<file path="src/rtl/k005297_pkg.sv">
`default_nettype none
// ============================================================================
// Module      : k005297_pkg
// Description : Shared state encoding and default timeout for the Z14 lock
//               supervision timer.
// Revision    : 1.0
// ============================================================================
package k005297_pkg;

    typedef enum logic [1:0] {
        TMR_IDLE  = 2'd0,
        TMR_COUNT = 2'd1,
        TMR_TOVER = 2'd2,
        TMR_WAIT  = 2'd3
    } tmr_state_t;

    localparam int c_TIMEOUT_CNT = 25000;

endpackage
`default_nettype wire

</file>
<file path="src/rtl/k005297_snaplatch.sv">
`default_nettype none
// ============================================================================
// Module      : k005297_snaplatch
// Description : Snapshot register with valid/ack handshake and sticky overrun.
// Revision    : 1.0
// ============================================================================
module k005297_snaplatch #(
    parameter int DATA_W = 19
) (
    input  logic              i_MCLK,
    input  logic              i_SYS_RST_n,
    input  logic              i_EN,
    input  logic              i_LD,
    input  logic              i_ACK,
    input  logic [DATA_W-1:0] i_DATA,
    output logic [DATA_W-1:0] o_DATA,
    output logic              o_VALID,
    output logic              o_OVR
);

    logic [DATA_W-1:0] r_data;
    logic              r_valid;
    logic              r_ovr;

    always_ff @(posedge i_MCLK or negedge i_SYS_RST_n) begin
        if (!i_SYS_RST_n) begin
            r_data  <= '0;
            r_valid <= 1'b0;
            r_ovr   <= 1'b0;
        end else if (i_EN) begin
            if (i_LD) begin
                // A simultaneous ack retires the old snapshot, so only an
                // unacknowledged pending snapshot counts as an overrun.
                r_data  <= i_DATA;
                r_valid <= 1'b1;
                r_ovr   <= r_valid & ~i_ACK;
            end else if (i_ACK && r_valid) begin
                r_valid <= 1'b0;
                r_ovr   <= 1'b0;
            end
        end
    end

    assign o_DATA  = r_data;
    assign o_VALID = r_valid;
    assign o_OVR   = r_ovr;

endmodule
`default_nettype wire

</file>
<file path="src/rtl/k005297_timer25k.sv">
`default_nettype none
// ============================================================================
// Module      : k005297_timer25k
// Description : Z14 lock supervision timer; fires one timeover strobe after
//               TIMEOUT_CNT locked ticks and snapshots count + CRC MSBs.
// Revision    : 1.0
// ============================================================================
module k005297_timer25k
    import k005297_pkg::*;
#(
    parameter int CNT_W       = 15,
    parameter int TIMEOUT_CNT = c_TIMEOUT_CNT
) (
    input  logic             i_MCLK,
    input  logic             i_SYS_RST_n,
    input  logic             i_CLK2M_PCEN_n,
    input  logic             i_TIMER25K_CNT,
    input  logic             i_TIMER25K_OUTLATCH_LD_n,
    input  logic [3:0]       i_TIMERREG_MSBS,
    input  logic             i_TIMER_CLR_n,
    input  logic             i_LATCH_ACK,
    output logic             o_TIMER25K_TIMEOVER_n,
    output logic [CNT_W-1:0] o_TIMER_LATCH,
    output logic [3:0]       o_MSBS_LATCH,
    output logic             o_LATCH_VALID,
    output logic             o_LATCH_OVR,
    output logic [1:0]       o_TIMER_STATE
);

    localparam logic [CNT_W-1:0] c_CNT_LAST = CNT_W'(TIMEOUT_CNT - 1);
    localparam logic [CNT_W-1:0] c_CNT_TOP  = CNT_W'(TIMEOUT_CNT);

    tmr_state_t       r_state, w_state_nx;
    logic [CNT_W-1:0] r_cnt,   w_cnt_nx;
    logic             r_tover_n, w_tover_n_nx;
    logic             w_tick;

    assign w_tick = ~i_CLK2M_PCEN_n;

    always_ff @(posedge i_MCLK or negedge i_SYS_RST_n) begin
        if (!i_SYS_RST_n) begin
            r_state   <= TMR_IDLE;
            r_cnt     <= '0;
            r_tover_n <= 1'b1;
        end else begin
            r_state   <= w_state_nx;
            r_cnt     <= w_cnt_nx;
            r_tover_n <= w_tover_n_nx;
        end
    end

    always_comb begin
        w_state_nx   = r_state;
        w_cnt_nx     = r_cnt;
        w_tover_n_nx = r_tover_n;
        if (w_tick) begin
            // The strobe lasts one full tick period, so it only drops on a tick.
            w_tover_n_nx = 1'b1;
            if (!i_TIMER_CLR_n) begin
                w_state_nx = TMR_IDLE;
                w_cnt_nx   = '0;
            end else begin
                unique case (r_state)
                    TMR_IDLE: begin
                        if (i_TIMER25K_CNT) begin
                            w_state_nx = TMR_COUNT;
                            w_cnt_nx   = CNT_W'(1);
                        end
                    end
                    TMR_COUNT: begin
                        if (!i_TIMER25K_CNT) begin
                            w_state_nx = TMR_IDLE;
                            w_cnt_nx   = '0;
                        end else if (r_cnt == c_CNT_LAST) begin
                            w_state_nx   = TMR_TOVER;
                            w_cnt_nx     = c_CNT_TOP;
                            w_tover_n_nx = 1'b0;
                        end else begin
                            w_cnt_nx = r_cnt + CNT_W'(1);
                        end
                    end
                    TMR_TOVER: begin
                        w_state_nx = TMR_WAIT;
                    end
                    TMR_WAIT: begin
                        if (!i_TIMER25K_CNT) begin
                            w_state_nx = TMR_IDLE;
                            w_cnt_nx   = '0;
                        end
                    end
                    default: begin
                        w_state_nx = TMR_IDLE;
                        w_cnt_nx   = '0;
                    end
                endcase
            end
        end
    end

    k005297_snaplatch #(
        .DATA_W (CNT_W + 4)
    ) u_snaplatch (
        .i_MCLK      (i_MCLK),
        .i_SYS_RST_n (i_SYS_RST_n),
        .i_EN        (w_tick),
        .i_LD        (~i_TIMER25K_OUTLATCH_LD_n),
        .i_ACK       (i_LATCH_ACK),
        .i_DATA      ({r_cnt, i_TIMERREG_MSBS}),
        .o_DATA      ({o_TIMER_LATCH, o_MSBS_LATCH}),
        .o_VALID     (o_LATCH_VALID),
        .o_OVR       (o_LATCH_OVR)
    );

    assign o_TIMER25K_TIMEOVER_n = r_tover_n;
    assign o_TIMER_STATE         = r_state;

endmodule
`default_nettype wire
</file>
<file path="config.mk">
export PLATFORM = sky130hd
export DESIGN_NAME = k005297_timer25k
export DESIGN_NICKNAME = d
export VERILOG_FILES = /design/src/rtl/k005297_pkg.sv /design/src/rtl/k005297_snaplatch.sv /design/src/rtl/k005297_timer25k.sv
export SDC_FILE = /design/constraint.sdc
export NUM_CORES = 1
export LEC_CHECK = 0
export BUFFER_PORTS_ARGS = -buffer_cell sky130_fd_sc_hd__buf_2
export CORE_UTILIZATION = 34
export DETAILED_ROUTE_END_ITERATION = 10
export PLACE_DENSITY_LB_ADDON = 0.25
export SLEW_MARGIN = 10
export SYNTH_ARGS = -nofsm -noshare
export SYNTH_HDL_FRONTEND = slang
export SYNTH_HIERARCHICAL = 1
export SYNTH_SLANG_ARGS = --single-unit
</file>
<file path="constraint.sdc">
create_clock -name i_MCLK -period 1.8 [get_ports i_MCLK]
set_clock_uncertainty 0.15 [all_clocks]
set_input_delay 0.27 -clock i_MCLK [delete_from_list [all_inputs] [get_ports i_MCLK]]
set_output_delay 0.27 -clock i_MCLK [all_outputs]
set_load 0.1 [all_outputs]
</file>
### After elaboration in Yosys (flattened, before gate mapping)

Index checks and enable logic that the tools add are counted.

| word-level totals | value |
|---|---|
| flip-flop bits (word level) | 39 |
| bits of input ports | 11 |
| output and inout port bits | 24 |
| word-level logic and storage cells | 45 |

| operators by class | value |
|---|---|
| $add $sub $neg | 1 |
| equality and inequality tests | 9 |
| muxes and demuxes | 19 |
| bitwise logic cells | 4 |
| reductions and logical operators | 6 |

Operators by type and width:

| cell | number |
|---|---|
| 15-bit two-way mux | 5 |
| 15-bit one-hot mux with 3 select lines | 1 |
| 15-bit by 1-bit adder with 15-bit output (second input constant) | 1 |
| 15-bit == test (second input constant) | 1 |
| 2-bit two-way mux | 5 |
| 2-bit one-hot mux with 4 select lines | 1 |
| 4-bit AND reduction | 2 |
| 1-bit two-way mux | 7 |
| 3-bit != test (second input constant) | 2 |
| 2-bit == test (second input constant) | 2 |
| 4-bit by 1-bit != test with 1-bit output (second input constant) | 1 |
| 4-bit != test (second input constant) | 1 |
| 2-bit AND reduction | 2 |
| 1-bit NOT | 3 |
| 2-bit by 1-bit == test with 1-bit output (second input constant) | 1 |
| 2-bit zero test | 1 |
| 2-bit by 1-bit != test with 1-bit output (second input constant) | 1 |
| 1-bit AND | 1 |
| 1-bit logical AND | 1 |

### Depth between registers and ports, before layout

Gate-level depths: netlist of the first run.

| depth | value |
|---|---|
| word-level depth | 5 |
| mapped depth | 5 |
| mapped depth without buffers | 5 |

### Hierarchy

The synthesis of the first run kept the hierarchy.

Modules (own cells, without submodules):

| module | times used | cells an instance | area each (µm²) | sequential area each (µm²) |
|---|---|---|---|---|
| k005297_timer25k | 1 | 133 | 1,187.4 | 451.7 |
| k005297_snaplatch | 1 | 47 | 833.3 | 525.5 |

### Worst setup path before layout of the first run

Ideal clock, no wire load.

| timing path | value |
|---|---|
| path kind | flip-flop to flip-flop |
| start | register r_state[0], in the netlist o_TIMER_STATE[0] |
| end | register r_cnt[14] |
| arrival time | 2.022 ns |
| setup slack | -0.443 ns |
| stages on the path, launching flop included | 5 |
| path buffers | 0 |
| cell sequence | dfrtp_1 -> nand4b_2 -> nand2b_4 -> or4_1 -> nand4_1 |

| on the way | value |
|---|---|
| cells in the longest elaborated chain, start to end | 3 |
| elaborated cells on any way between the ends | 9 |

Ends and longest elaborated chain:

| what | line | source |
|---|---|---|
| start, declared | k005297_timer25k.sv:33 | `tmr_state_t r_state, w_state_nx;` |
| start signal, assigned | k005297_timer25k.sv:46 | `r_state <= w_state_nx;` |
| 2-bit == test, or another cell as far along | k005297_timer25k.sv:63 | `unique case (r_state)` |
| 4-bit by 1-bit != test with 1-bit output (no line), or another cell as far along | -- |  |
| 4-bit AND reduction (no line) / 15-bit two-way mux (equally long branches) | -- |  |
| end signal, assigned | k005297_timer25k.sv:47 | `r_cnt <= w_cnt_nx;` |
| end, declared | k005297_timer25k.sv:34 | `logic [CNT_W-1:0] r_cnt, w_cnt_nx;` |

Parallel ways exist; a longest one is shown, timed or not.
A chain may end at the register's enable or synchronous reset.

### Final worst setup path of the first run

| timing path | value |
|---|---|
| start | register r_cnt[0] |
| end | register r_cnt[13] |

| on the way | value |
|---|---|
| cells in the longest elaborated chain, start to end | 5 |
| elaborated cells on any way between the ends | 6 |

Ends and longest elaborated chain:

| what | line | source |
|---|---|---|
| 15-bit by 1-bit adder with 15-bit output / 15-bit == test (equally long branches) | k005297_timer25k.sv:79, k005297_timer25k.sv:74 |  |
| 15-bit two-way mux * | k005297_timer25k.sv:74 | `end else if (r_cnt == c_CNT_LAST) begin` |
| 15-bit two-way mux * | k005297_timer25k.sv:71 | `if (!i_TIMER25K_CNT) begin` |
| 15-bit one-hot mux with 3 select lines * | k005297_timer25k.sv:63 |  |
| 15-bit two-way mux * | k005297_timer25k.sv:59 | `if (!i_TIMER_CLR_n) begin` |

Mark *: on every way between the ends. The rest lies on a longest branch, timed or not.

==> results of run 1 <==
==> power breakdown <==
group / total [W] / switching [W] / internal (W) / leakage [nW]
sequential: 0.000934 / 0.0000236 / 0.000910 / 0.520
clock: 0.000864 / 0.000310 / 0.000554 / 0.0654
combinational: 0.000438 / 0.000327 / 0.000111 / 0.672
total: 0.00224 / 0.000660 / 0.00158 / 1.26
==> cells in the final DEF, fill, tap and decap left out, types with 5 or more instances in the layout <==
cell type / instances
a21oi_1: 6
and2_1: 5
buf_2: 34
buf_4: 19
clkbuf_8: 5
dfrtp_1: 36
inv_1: 6
mux2_2: 10
mux2_4: 10
nand2_1: 14
nand3_1: 10
nor2_1: 6
o21ai_0: 6
o21ai_1: 9
==> registers in the layout, indices dropped and copies added (netlist names) <==
| register | count |
|---|---|
| u_snaplatch/o_OVR | 1 |
| u_snaplatch/o_DATA | 19 |
| r_cnt | 15 |
| u_snaplatch/o_VALID | 1 |
| o_TIMER_STATE | 2 |
| o_TIMER25K_TIMEOVER_n | 1 |
==> worst paths after layout <==
kind	start	endpoint	slack, ps	depth (start not counted)
min in group asynchronous	i_SYS_RST_n	u_snaplatch/o_DATA[0]	280	2
min reg2reg	u_snaplatch/o_DATA[15]	u_snaplatch/o_DATA[15]	350	1
max	r_cnt[0]	r_cnt[13]	80	5
max reg2reg	r_cnt[0]	r_cnt[13]	80	5
min	i_TIMERREG_MSBS[0]	u_snaplatch/o_DATA[0]	60	2
max in group asynchronous	i_SYS_RST_n	o_TIMER25K_TIMEOVER_n	670	3
==> logic make-up after synthesis <==
group	after synthesis	synth area share
simple gates	63	0.196
compound gates	45	0.152
flops	39	0.484
mux	20	0.130
buf+inv	12	0.0322
fa+ha+maj	1	0.00619
==> critical path, delay by kind of cell (launching register included) <==
kind / cells / cell delay [ps]
DFF: 1 / 390
buffers and inverters: 1 / 160
AOI/OAI and AO/OA: 2 / 420
and+or+nand+nor: 2 / 520
==> through the flow <==
stage | setup slack (ps) | setup TNS [ps] | area (µm²) | hold WS (ps)
2_1_floorplan | -6.23 | -6.23 | 2040 | -176
3_3_place_gp | 58.8 | 0 | 2420 | 78.5
3_5_place_dp | 12.3 | 0 | 2420 | 74.6
4_1_cts | 23.5 | 0 | 2570 | 50.0
5_1_grt | 16.3 | 0 | 2600 | 54.6
6_report | 81.1 | 0 | 2600 | 55.0
==> routing by layer <==
metal / share of wire / up-vias / global-route usage
met1: 0.47 / 824 / 0.229
met2: 0.45 / 67 / 0.261
met3: 0.065 / 6 / 0.0368
met4: 0.014 / 0 / 0.0727
met5: 0 / - / 0
li1: - / 784 / -
==> area by class of cell <==
| type | count | area [µm²] |
|---|---|---|
| Clock buffer | 6 | 72.6 |
| Fill cell | 561 | 3010 |
| Multi-Input combinational cell | 129 | 1020 |
| Timing Repair Buffer | 55 | 343 |
| Clock inverter | 2 | 60.1 |
| Tap cell | 72 | 90.1 |
| Sequential cell | 39 | 985 |
| Inverter | 7 | 26.3 |
==> timing repair <==
action                                  CTS  global route
setup buffers                             0             0
pin swaps                                 0             2
gates resized for setup                   1             6
endpoints found under the setup margin    1             6
hold buffers                              1             0
hold endpoints to repair                 16             0
==> impl_metrics.toml, run 1 <==
[yosys]
synth.area.top_cells = "dfrtp_1 47%, mux2_4 7.4%, mux2_2 5.6%"
synth.distinct_cells = 53
synth_nets = 192
synth_top_cell_area_share = 0.471
syn_avg_cell_area_um2 = 11.2
synth_edf_count = 0
synth_ff_type = "dfrtp_1"
yosysMostFrequentCell = "dfrtp_1"
ys_seq_elements = 39
synthArstFlopShare = 1.00
yosys-top-cells-count = "38 x dfrtp_1, 14 x nand2_1, 11 x nand3_1, 10 x mux2_2, 10 x mux2_4"
synth.cell_area_um2 = 2020
yosysWarningCount = 6
synthCells = 180
yosysTopAreaCell = "dfrtp_1"
ys_seq_area_frac = 0.484

[flow_run]
drv_cap = 0

[power]
leakage_nw = 1.26
cellPowerDensity_nw_per_um2 = 860
ir_drop_uv = 313
finalPower_w = 0.00224

[timing]
slew_violations = 0
finalHoldViolCount = 0
fin_crit_sh = 0.955
timing.fmax_mhz = 582
rsz0062_at_grt = "no"
finalSetupViolCount = 0
slew_headroom = 0.676
worstMarginPinSlew_ps = 489
min_period_ps = 1720

[setup_path]
critical-path-max-stage-delay_ps = 390
crit_type = "reg2reg"
worstPathRequired_ps = 1860
cp_slowest_cell = "dfrtp_1"
worstPathCellList = "buf_4, and4_1, and2_1, a31o_1, a31oi_1"
crit_arrival_ps = 1780
cp_max_fo = 6
crit_path_start_kind = "register"
worstSetupEndpointType = "register"

[routing]
firstDrtPassIters = 4
antenna_left = 0
avgViaCountPerCell = 5.42
routed_wl_um = 4800
wl_per_cell_um = 15.5
vias = 1681
drt_iter0_markers = 66
drc = 0

[grt]
grtUsageTotal = 0.170
grt_remaining_overflow = 0
grt_pass1_vias = 1647
grt_max_degree = 24
antenna_found_initial = 0
grt_pass1_wl_um = 8090

[floorplanning]
die_y_um = 79.1
ioPinCount = 35
die_w_um = 79.1
placementRows = 27
initial_core_util = 0.360
core_area_um2 = 5610
design.die.area_um2 = 6260

[outcome]
outcome = "finished clean"

[clocking]
clock_path_buffers = 2
cts.clk_slew.worst_paths_ps = 80
clock_latency_ps = 290
cts-buffers-inserted = 5
cts_tree = "yes"
ctsRootBufferMaster = "clkbuf_8"
ctsHtreeMaxLevel = 2
cts_num_sinks = 39

[placed_design]
dpl.cell_count = 301
place_congestion = 0.916
port_buffers = 34
dp_hpwl_um = 3490

[final_layout]
area_growth_pct = 28.6
final_util = 0.463
final_cell_count_no_fill = 310
antenna_cells = 0
nNetsFinal = 249
final_layout_size_suffix_gt1_frac = 0.433

[worst_hold_path]
hold_class = "in2reg"
Note: power is estimated with default switching activity, not from simulation.
==> run 2, diff against run 1 <==
==> constraint.sdc (replaced) <==
create_clock -name i_MCLK -period 2 [get_ports i_MCLK]
set_clock_uncertainty 0.15 [all_clocks]
set_input_delay 0.3 -clock i_MCLK [delete_from_list [all_inputs] [get_ports i_MCLK]]
set_output_delay 0.3 -clock i_MCLK [all_outputs]
set_load 0.1 [all_outputs]
==> impl_metrics.toml, run 2 (synthesized netlist as in run 1, its figures left out) <==
[outcome]
outcome = "finished clean"

[setup_path]
path_buf_inv = 1
worstPathCellList = "ha_1, buf_4, and3_2, nand4_4, or4_1, nand4_1"
cp_max_fo = 6
worstSetupEndpointType = "register"
crit_path_start_kind = "register"
crit_type = "reg2reg"
r2r-start = "r_cnt[1]"
crit_family = "simple AND/OR/NAND/NOR gates"
critical-path-max-stage-delay_ps = 490
cp_slowest_cell = "or4_1"
startpoint = "r_cnt[1]"
crit_arrival_ps = 1950
worstPathRequired_ps = 2080

[placed_design]
dp_hpwl_um = 3320
place_congestion = 0.948
port_buffers = 34

[timing]
worstMarginPinSlew_ps = 486
finalSetupViolCount = 0
min_period_ps = 1880
slew_headroom = 0.671
fin_crit_sh = 0.938
finalHoldViolCount = 0
rsz0062_at_grt = "no"
finalSetupTns_ps = 0
slew_violations = 0
timing.fmax_mhz = 533

[routing]
met2_length_um = 1980
wl_per_cell_um = 15.2
highest_layer = "met4"
vias = 1647
routed_wl_um = 4590
met3WireLength_um = 332
firstDrtPassIters = 4
route.layer.met1.wl_um = 2210
avgViaCountPerCell = 5.44
antenna_left = 0
drc = 0
drt_iter0_markers = 124

[final_layout]
most-common-layout-cells = "36 x dfrtp_1, 34 x buf_2, 14 x nand2_1"
nNetsFinal = 242
num-fill-cells = 561
final_layout_size_suffix_gt1_frac = 0.398
layout_commonest_cell = "dfrtp_1"
area_growth_pct = 23.2
largest_register_ffs = 19
antenna_cells = 0

[clocking]
clock_latency_ps = 290
ctsRootBufferMaster = "clkbuf_8"
cts_num_sinks = 39
cts_tree = "yes"
cts.clk_slew.worst_paths_ps = 80
clock_path_buffers = 2
ctsHtreeMaxLevel = 2
cts-buffers-inserted = 5
postCtsSetupRepairBufs = 0

[floorplanning]
placementRows = 27
initial_core_util = 0.360
core_area_um2 = 5610
die_w_um = 79.1
design.die.area_um2 = 6260
die_y_um = 79.1
ioPinCount = 35

[grt]
grt_remaining_overflow = 0
grt_max_degree = 24
grtUsageTotal = 0.160
grt_pass1_wl_um = 7660
antenna_found_initial = 0
grt_pass1_vias = 1539

[power]
comb_power_share = 0.201
clockPowerShare = 0.358
leakage_nw = 1.21
sw_frac_of_total = 0.309
switchingPower_w = 0.000587
intPower_w = 0.00131
cellPowerDensity_nw_per_um2 = 764
ir_drop_uv = 310
finalPower_w = 0.00190
seqPwrFrac = 0.441

[flow_run]
drv_cap = 0

[worst_hold_path]
hold_path_startpoint = "i_TIMERREG_MSBS[0]"
hold_class = "in2reg"
## run 2: power groups by stage
stage | clock network (W) | registers [W] | logic, W
floorplan | 0 | 0.00105 | 0.000104
global placement | 0 | 0.000853 | 0.000384
detailed placement | 0 | 0.000854 | 0.000383
CTS | 0.000702 | 0.000839 | 0.000386
global route | 0.000738 | 0.000843 | 0.000403
finish | 0.000680 | 0.000838 | 0.000382
## run 2: repair_timing
item                                   CTS  global route
gates resized for setup                  0             1
endpoints found under the hold margin   16             0
hold buffers                             1             0
setup endpoints to repair                0             1
## run 2: final timing paths
| path | to | slack, ps | cells past startpoint |
|---|---|---|---|
| worst min-delay path | u_snaplatch/o_DATA[0] | 90 | 2 |
| worst max-delay path | r_cnt[14] | 120 | 6 |
| min in group asynchronous | u_snaplatch/o_DATA[0] | 320 | 2 |
| worst max register to register | r_cnt[14] | 120 | 6 |
| max in group asynchronous | o_TIMER25K_TIMEOVER_n | 840 | 3 |
| worst min register to register | u_snaplatch/o_DATA[17] | 350 | 1 |
## run 2: metal layers
metal  vias up  global-route usage
li1        771                   -
met1       801               0.222
met2        69               0.239
met3         6              0.0425
met4         0              0.0564
met5         -                   0
## run 2: through the flow
step                      worst slack [ps]  std cells  hold WS [ps]  utilization  area [µm²]
after floorplan                       78.1        180          -146            -        2020
after global placement                 163        294           106        0.420        2350
after detailed placement               125        294           111        0.420        2350
after CTS                              120        303          79.2        0.443        2480
after global routing                  10.6        303          78.8        0.444        2490
final                                  124        303          89.3        0.444        2490
## run 2: cell type report
class	instances	area (µm²)	area share
well taps	72	90.1	0.0362
clock inverters	2	35.0	0.0141
clock buffers	6	82.6	0.0332
inverters	7	26.3	0.0106
flip-flops and latches	39	980	0.394
multi-input cells	129	985	0.396
repair buffers	48	290	0.117
